`src/rtl/axi_lite_master_if.sv`:
```
// Bundle of front-end request/response and AXI-Lite channel signals
// for axi_lite_master. master = the bridge, slave = whatever drives it.
interface axi_lite_master_if;
    logic         req_valid;
    logic         req_ready;
    logic         req_we;
    logic [31:0]  req_addr;
    logic [127:0] req_wdata;
    logic [15:0]  req_wstrb;
    logic         resp_valid;
    logic         resp_ready;
    logic [127:0] resp_rdata;
    logic         resp_we;
    logic         resp_err;
    logic [31:0]  readAddr_addr;
    logic         readAddr_valid;
    logic         readAddr_ready;
    logic [127:0] readData_data;
    logic         readData_valid;
    logic         readData_ready;
    logic [31:0]  writeAddr_addr;
    logic         writeAddr_valid;
    logic         writeAddr_ready;
    logic [127:0] writeData_data;
    logic [15:0]  writeData_strb;
    logic         writeData_valid;
    logic         writeData_ready;
    logic [31:0]  writeResp_msg;
    logic         writeResp_valid;
    logic         writeResp_ready;

    modport master (
        input  req_valid, req_we, req_addr, req_wdata, req_wstrb, resp_ready,
               readAddr_ready, readData_data, readData_valid,
               writeAddr_ready, writeData_ready, writeResp_msg, writeResp_valid,
        output req_ready, resp_valid, resp_rdata, resp_we, resp_err,
               readAddr_addr, readAddr_valid, readData_ready,
               writeAddr_addr, writeAddr_valid, writeData_data, writeData_strb,
               writeData_valid, writeResp_ready
    );

    modport slave (
        output req_valid, req_we, req_addr, req_wdata, req_wstrb, resp_ready,
               readAddr_ready, readData_data, readData_valid,
               writeAddr_ready, writeData_ready, writeResp_msg, writeResp_valid,
        input  req_ready, resp_valid, resp_rdata, resp_we, resp_err,
               readAddr_addr, readAddr_valid, readData_ready,
               writeAddr_addr, writeAddr_valid, writeData_data, writeData_strb,
               writeData_valid, writeResp_ready
    );
endinterface

```
`src/rtl/axi_lite_master.sv`:
```
// Single-outstanding AXI-Lite master: turns one front-end request into an
// AR/R or AW+W/B exchange and returns one response, with a timeout on the
// slave's R/B response.
module axi_lite_master #(
    parameter int unsigned TIMEOUT_CYCLES = 255
) (
    input  logic               clk,
    input  logic               rst,
    axi_lite_master_if.master  bus
);
    typedef enum logic [2:0] {IDLE, RADDR, RDATA, WREQ, WRESP, RESP} state_t;

    // Counter value on the last permitted wait cycle; a miss there times out.
    localparam logic [7:0] LAST_WAIT = 8'(TIMEOUT_CYCLES - 1);

    state_t       state, nextState;
    logic [7:0]   waitCnt;
    logic         awDone, wDone;
    logic [31:0]  addrReg;
    logic [127:0] wdataReg;
    logic [15:0]  wstrbReg;
    logic [127:0] respRdata;
    logic         respWe, respErr;
    logic         accept, arHs, rHs, awHs, wHs, bHs, timeout;
    logic         unusedMsg;

    // The B message carries nothing this block needs.
    assign unusedMsg = ^bus.writeResp_msg;

    // State register; reset abandons whatever is in flight.
    always_ff @(posedge clk) begin
        if (rst) state <= IDLE;
        else     state <= nextState;
    end

    // Handshake decode and next-state selection.
    always_comb begin
        nextState = state;
        accept    = (state == IDLE)  && bus.req_valid;
        arHs      = (state == RADDR) && bus.readAddr_ready;
        rHs       = (state == RDATA) && bus.readData_valid;
        awHs      = (state == WREQ)  && !awDone && bus.writeAddr_ready;
        wHs       = (state == WREQ)  && !wDone  && bus.writeData_ready;
        bHs       = (state == WRESP) && bus.writeResp_valid;
        // A handshake on the last wait cycle still wins over the timeout.
        timeout   = (((state == RDATA) && !bus.readData_valid) ||
                     ((state == WRESP) && !bus.writeResp_valid)) &&
                    (waitCnt == LAST_WAIT);
        case (state)
            IDLE:    if (accept) nextState = bus.req_we ? WREQ : RADDR;
            RADDR:   if (arHs) nextState = RDATA;
            RDATA:   if (rHs || timeout) nextState = RESP;
            WREQ:    if ((awDone || awHs) && (wDone || wHs)) nextState = WRESP;
            WRESP:   if (bHs || timeout) nextState = RESP;
            RESP:    if (bus.resp_ready) nextState = IDLE;
            default: nextState = IDLE;
        endcase
    end

    // Request fields are only looked at while the matching valid is high.
    always_ff @(posedge clk) begin
        if (accept) begin
            addrReg  <= bus.req_addr;
            wdataReg <= bus.req_wdata;
            wstrbReg <= bus.req_wstrb;
        end
    end

    // Channel-done flags, wait counter and response registers.
    always_ff @(posedge clk) begin
        if (rst) begin
            waitCnt   <= '0;
            awDone    <= 1'b0;
            wDone     <= 1'b0;
            respRdata <= '0;
            respWe    <= 1'b0;
            respErr   <= 1'b0;
        end else begin
            if (accept) begin
                respWe <= bus.req_we;
                awDone <= 1'b0;
                wDone  <= 1'b0;
            end
            if (awHs) awDone <= 1'b1;
            if (wHs)  wDone  <= 1'b1;
            if (nextState != state)
                waitCnt <= '0;
            else if (state == RDATA || state == WRESP)
                waitCnt <= waitCnt + 8'd1;
            if (rHs) begin
                respRdata <= bus.readData_data;
                respErr   <= 1'b0;
            end else if (bHs) begin
                respRdata <= '0;
                respErr   <= 1'b0;
            end else if (timeout) begin
                respRdata <= '0;
                respErr   <= 1'b1;
            end
        end
    end

    assign bus.req_ready       = (state == IDLE);
    assign bus.readAddr_valid  = (state == RADDR);
    assign bus.readAddr_addr   = addrReg;
    assign bus.readData_ready  = (state == RDATA);
    assign bus.writeAddr_valid = (state == WREQ) && !awDone;
    assign bus.writeAddr_addr  = addrReg;
    assign bus.writeData_valid = (state == WREQ) && !wDone;
    assign bus.writeData_data  = wdataReg;
    assign bus.writeData_strb  = wstrbReg;
    assign bus.writeResp_ready = (state == WRESP);
    assign bus.resp_valid      = (state == RESP);
    assign bus.resp_rdata      = respRdata;
    assign bus.resp_we         = respWe;
    assign bus.resp_err        = respErr;
endmodule

```
`src/flat_wrapper.sv`:
```
// flat-port wrapper written by rule: the top's interface ports become plain ports
module axi_lite_master_flat 
#(
    parameter int unsigned TIMEOUT_CYCLES = 255
)
  (clk, rst, bus_req_valid, bus_req_we, bus_req_addr, bus_req_wdata, bus_req_wstrb, bus_resp_ready, bus_readAddr_ready, bus_readData_data, bus_readData_valid, bus_writeAddr_ready, bus_writeData_ready, bus_writeResp_msg, bus_writeResp_valid, bus_req_ready, bus_resp_valid, bus_resp_rdata, bus_resp_we, bus_resp_err, bus_readAddr_addr, bus_readAddr_valid, bus_readData_ready, bus_writeAddr_addr, bus_writeAddr_valid, bus_writeData_data, bus_writeData_strb, bus_writeData_valid, bus_writeResp_ready);
  axi_lite_master_if bus_i ();
  input  logic clk;
  input  logic rst;
  input wire logic [$bits(bus_i.req_valid)-1:0] bus_req_valid;
  input wire logic [$bits(bus_i.req_we)-1:0] bus_req_we;
  input wire logic [$bits(bus_i.req_addr)-1:0] bus_req_addr;
  input wire logic [$bits(bus_i.req_wdata)-1:0] bus_req_wdata;
  input wire logic [$bits(bus_i.req_wstrb)-1:0] bus_req_wstrb;
  input wire logic [$bits(bus_i.resp_ready)-1:0] bus_resp_ready;
  input wire logic [$bits(bus_i.readAddr_ready)-1:0] bus_readAddr_ready;
  input wire logic [$bits(bus_i.readData_data)-1:0] bus_readData_data;
  input wire logic [$bits(bus_i.readData_valid)-1:0] bus_readData_valid;
  input wire logic [$bits(bus_i.writeAddr_ready)-1:0] bus_writeAddr_ready;
  input wire logic [$bits(bus_i.writeData_ready)-1:0] bus_writeData_ready;
  input wire logic [$bits(bus_i.writeResp_msg)-1:0] bus_writeResp_msg;
  input wire logic [$bits(bus_i.writeResp_valid)-1:0] bus_writeResp_valid;
  output wire logic [$bits(bus_i.req_ready)-1:0] bus_req_ready;
  output wire logic [$bits(bus_i.resp_valid)-1:0] bus_resp_valid;
  output wire logic [$bits(bus_i.resp_rdata)-1:0] bus_resp_rdata;
  output wire logic [$bits(bus_i.resp_we)-1:0] bus_resp_we;
  output wire logic [$bits(bus_i.resp_err)-1:0] bus_resp_err;
  output wire logic [$bits(bus_i.readAddr_addr)-1:0] bus_readAddr_addr;
  output wire logic [$bits(bus_i.readAddr_valid)-1:0] bus_readAddr_valid;
  output wire logic [$bits(bus_i.readData_ready)-1:0] bus_readData_ready;
  output wire logic [$bits(bus_i.writeAddr_addr)-1:0] bus_writeAddr_addr;
  output wire logic [$bits(bus_i.writeAddr_valid)-1:0] bus_writeAddr_valid;
  output wire logic [$bits(bus_i.writeData_data)-1:0] bus_writeData_data;
  output wire logic [$bits(bus_i.writeData_strb)-1:0] bus_writeData_strb;
  output wire logic [$bits(bus_i.writeData_valid)-1:0] bus_writeData_valid;
  output wire logic [$bits(bus_i.writeResp_ready)-1:0] bus_writeResp_ready;
  assign bus_i.req_valid = bus_req_valid;
  assign bus_i.req_we = bus_req_we;
  assign bus_i.req_addr = bus_req_addr;
  assign bus_i.req_wdata = bus_req_wdata;
  assign bus_i.req_wstrb = bus_req_wstrb;
  assign bus_i.resp_ready = bus_resp_ready;
  assign bus_i.readAddr_ready = bus_readAddr_ready;
  assign bus_i.readData_data = bus_readData_data;
  assign bus_i.readData_valid = bus_readData_valid;
  assign bus_i.writeAddr_ready = bus_writeAddr_ready;
  assign bus_i.writeData_ready = bus_writeData_ready;
  assign bus_i.writeResp_msg = bus_writeResp_msg;
  assign bus_i.writeResp_valid = bus_writeResp_valid;
  assign bus_req_ready = bus_i.req_ready;
  assign bus_resp_valid = bus_i.resp_valid;
  assign bus_resp_rdata = bus_i.resp_rdata;
  assign bus_resp_we = bus_i.resp_we;
  assign bus_resp_err = bus_i.resp_err;
  assign bus_readAddr_addr = bus_i.readAddr_addr;
  assign bus_readAddr_valid = bus_i.readAddr_valid;
  assign bus_readData_ready = bus_i.readData_ready;
  assign bus_writeAddr_addr = bus_i.writeAddr_addr;
  assign bus_writeAddr_valid = bus_i.writeAddr_valid;
  assign bus_writeData_data = bus_i.writeData_data;
  assign bus_writeData_strb = bus_i.writeData_strb;
  assign bus_writeData_valid = bus_i.writeData_valid;
  assign bus_writeResp_ready = bus_i.writeResp_ready;
  axi_lite_master #(.TIMEOUT_CYCLES(TIMEOUT_CYCLES)) u_core (.clk(clk), .rst(rst), .bus(bus_i));
endmodule
```
`config.mk`:
```
export PLATFORM = sky130hd
export DESIGN_NAME = axi_lite_master_flat
export DESIGN_NICKNAME = d
export VERILOG_FILES = /design/src/rtl/axi_lite_master_if.sv /design/src/rtl/axi_lite_master.sv /design/src/flat_wrapper.sv
export SDC_FILE = /design/constraint.sdc
export NUM_CORES = 1
export LEC_CHECK = 0
export CORE_AREA = 3 3 264 266
export DETAILED_ROUTE_END_ITERATION = 8
export DIE_AREA = 0 0 267 269
export PLACE_DENSITY = 0.42
export SLEW_MARGIN = 20
export SYNTH_ARGS = -nofsm -noshare
export SYNTH_HDL_FRONTEND = slang
export SYNTH_SLANG_ARGS = --single-unit
```
`constraint.sdc`:
```
create_clock -name clk -period 6.1 [get_ports clk]
set_clock_uncertainty 0.05 [all_clocks]
set_input_delay 1.22 -clock clk [delete_from_list [all_inputs] [get_ports clk]]
set_output_delay 1.22 -clock clk [all_outputs]
set_load 0.05 [all_outputs]
```
==> results.cfg <==
[clock_network]
cts_max_path_buffers = 3
cts_tree = done
post_cts_buffers = 0
clkTransAtPathRegs_ps = 50
numCtsBuffers = 41
clockRootBuffer = clkbuf_16
clock_latency_ps = 550
ctsHtreeMaxLevel = 2
cts_resized = 0
cts_sinks = 319
ctsHoldBuffers = 0

[setup_path]
crit_type = reg2out
critPathRequiredTime_ps = 4830
cp-start-kind = flop
startpoint = u_core.state[0]
critPathMaxFanout = 16
r2r-start = u_core.state[0]
cp.arrival_ps = 2640
end_kind = output pin

[die]
die_area_sq_um = 71800
rows = 95
dieWidth_um = 267
die_y_um = 269
initial_core_util_pct = 15.6
boundaryPins = 691
core-area_sq_um = 67300

[routing]
drcViolationCount = 0
wirelength_mm = 44.2
ant_nets = 0
drtIter0Drc = 447
dr.pass1.iters = 4
num_vias = 7881
detail_route.wl_per_cell_um = 20.4
post_drt_via_cell_ratio = 3.65

[finish]
post-route-util_pct = 28.4
stdcell_area_sq_um = 19100
fillerInstances = 6822
layout_commonest_cell = clkdlybuf4s50_1
drive_gt1_share_pct = 6.77
syn_to_final_growth_pct = 81.8
nNetsFinal = 1601
layout_common_cells = clkdlybuf4s50_1, edfxtp_1, dfxtp_1, a22o_1, clkbuf_16

[timing]
tns_ps = 0
setup_violations = 0
slew_violations = 0
worst_slack_ps = 2190
slew_headroom_pct = 43.1
period_minus_slack_ps = 3910
rsz0062_at_grt = false
hold_viol_final = 0
worstMarginPinSlew_ps = 854
fmax_ghz = 0.256
fin_crit_sh_pct = 64.0

[power]
ir_drop_mv = 0.210
power_mw = 6.68
power-per-cell-area_nw_per_um2 = 350
leakage_nw = 6.67

[synthesis]
synth.yosys.warnings = 0
ys_types = 45
netlist_instances = 609
netlist_area_sq_um = 10500
synth_seq_cells = 319
syn_nets = 957
synth_area_per_cell_sq_um = 17.3
seq_area_frac_synth_pct = 77.5

[outcome]
status = finished, final reports clean

[placed_design]
post_dp_cell_area_sq_um = 17700
dp_hpwl_mm = 34.2
pre_cts_slack_ps = 2310
gp_congestion = 0.758
numPortBuffers = 658

[global_routing]
grt_use_total_pct = 11.5
grt_antenna_before_repair = 11
grt_max_degree = 95
grt.overflow.total = 0
grt_pass1_wl_mm = 59.8
grt_pass1_vias = 8131

[worst_hold_path]
worstHoldPathType = reg2reg
min_from = u_core.bus.resp_we

[run]
drv_cap = 0
[cell usage after synthesis (all sizes together)]
cell type    n  area [sq um]
xnor2        1          8.76
nor3         4          20.0
mux2         1          11.3
o211ai       2          15.0
a22oi        2          15.0
clkbuf       1          3.75
o221ai       1          15.0
a21oi        8          62.6
a2111oi      1          8.76
nand2        7          26.3
nor2        16          60.1
inv          4          15.0
and4         2          20.0
o22ai        4          45.0
a211oi       2          20.0
edfxtp     176          5290
nand2b       3          23.8
o21ai        5          25.0
xor2         5          43.8
and4bb       1          12.5
a31oi        5          31.3
a22o       128          1120
nor4b        1          15.0
a41oi        1          8.76
dfxtp      143          2860
and3         3          18.8
a21o         1          7.51
ha           2          25.0
or3          2          12.5
nand4        4          25.0
buf         63           584
nand3        7          40.0
nor2b        3          18.8
[layer usage]
layer | vias up | global-route usage [%] | wire (um)
met2 | 404 | 20.6 | 22400
met5 | - | 0 | 111
met3 | 88 | 5.24 | 4660
met1 | 3740 | 11.6 | 15400
li1 | 3631 | - | -
met4 | 18 | 4.70 | 1570
[final cells by class]
cell class                 instances  area [sq um]  share of cell area, %
tap                              873          1090                   5.72
timing repair buffer             665          6640                   34.8
clock inverter                    23           295                   1.55
antenna                            2          5.00                 0.0262
multi-input combinational        222          1770                   9.28
sequential                       319          8150                   42.7
clock buffer                      53          1130                   5.90
inverter                           4          22.5                  0.118
[through the flow]
step / hold WS, ps / instances
final: 409 / 2161
after global routing: 433 / 2159
after CTS: 413 / 2159
after detailed placement: 405 / 2083
after global placement: 405 / 2083
after floorplan: 417 / 609
[final timing paths]
path / end / slack (ps) / depth (start not counted)
hold / removal: u_core.bus.resp_we / 410 / 2
setup reg to reg: u_core.state[1] / 3270 / 6
hold reg to reg: u_core.bus.resp_we / 410 / 2
setup / recovery: bus_readAddr_valid / 2190 / 3
[where the power goes]
group	internal [mW]	switching [mW]
combinational	0.539	1.02
sequential	2.49	0.0787
clock	1.57	0.981
total	4.60	2.08
[state kept, by name (all words and copies together) (netlist names)]
signal / cells
u_core.bus.writeData_data: 128
u_core.bus.resp_err: 1
u_core.wDone: 1
u_core.waitCnt: 8
u_core.state: 3
u_core.bus.readAddr_addr: 32
u_core.awDone: 1
u_core.bus.resp_rdata: 128
u_core.bus.writeData_strb: 16
u_core.bus.resp_we: 1
[cells by family (layout without fill, tap and decap cells)]
| logic type | count (synthesis) | count (layout) | share of synthesized area [%] |
|---|---|---|---|
| compound gates | 160 | 160 | 13.1 |
| xor+xnor | 6 | 6 | 0.500 |
| fa+ha+maj | 2 | 2 | 0.238 |
| buf+inv | 68 | 745 | 5.74 |
| flops | 319 | 319 | 77.5 |
| mux | 1 | 1 | 0.107 |
| other cells | 0 | 2 | 0 |
| simple gates | 53 | 53 | 2.79 |
[worst max-delay path, stage by stage (launching register included)]
cell             delay (ps)
dfxtp_1                 690
inv_1                   310
nor3_1                  240
clkdlybuf4s50_1         850
Note: power is estimated with default switching activity, not from simulation.
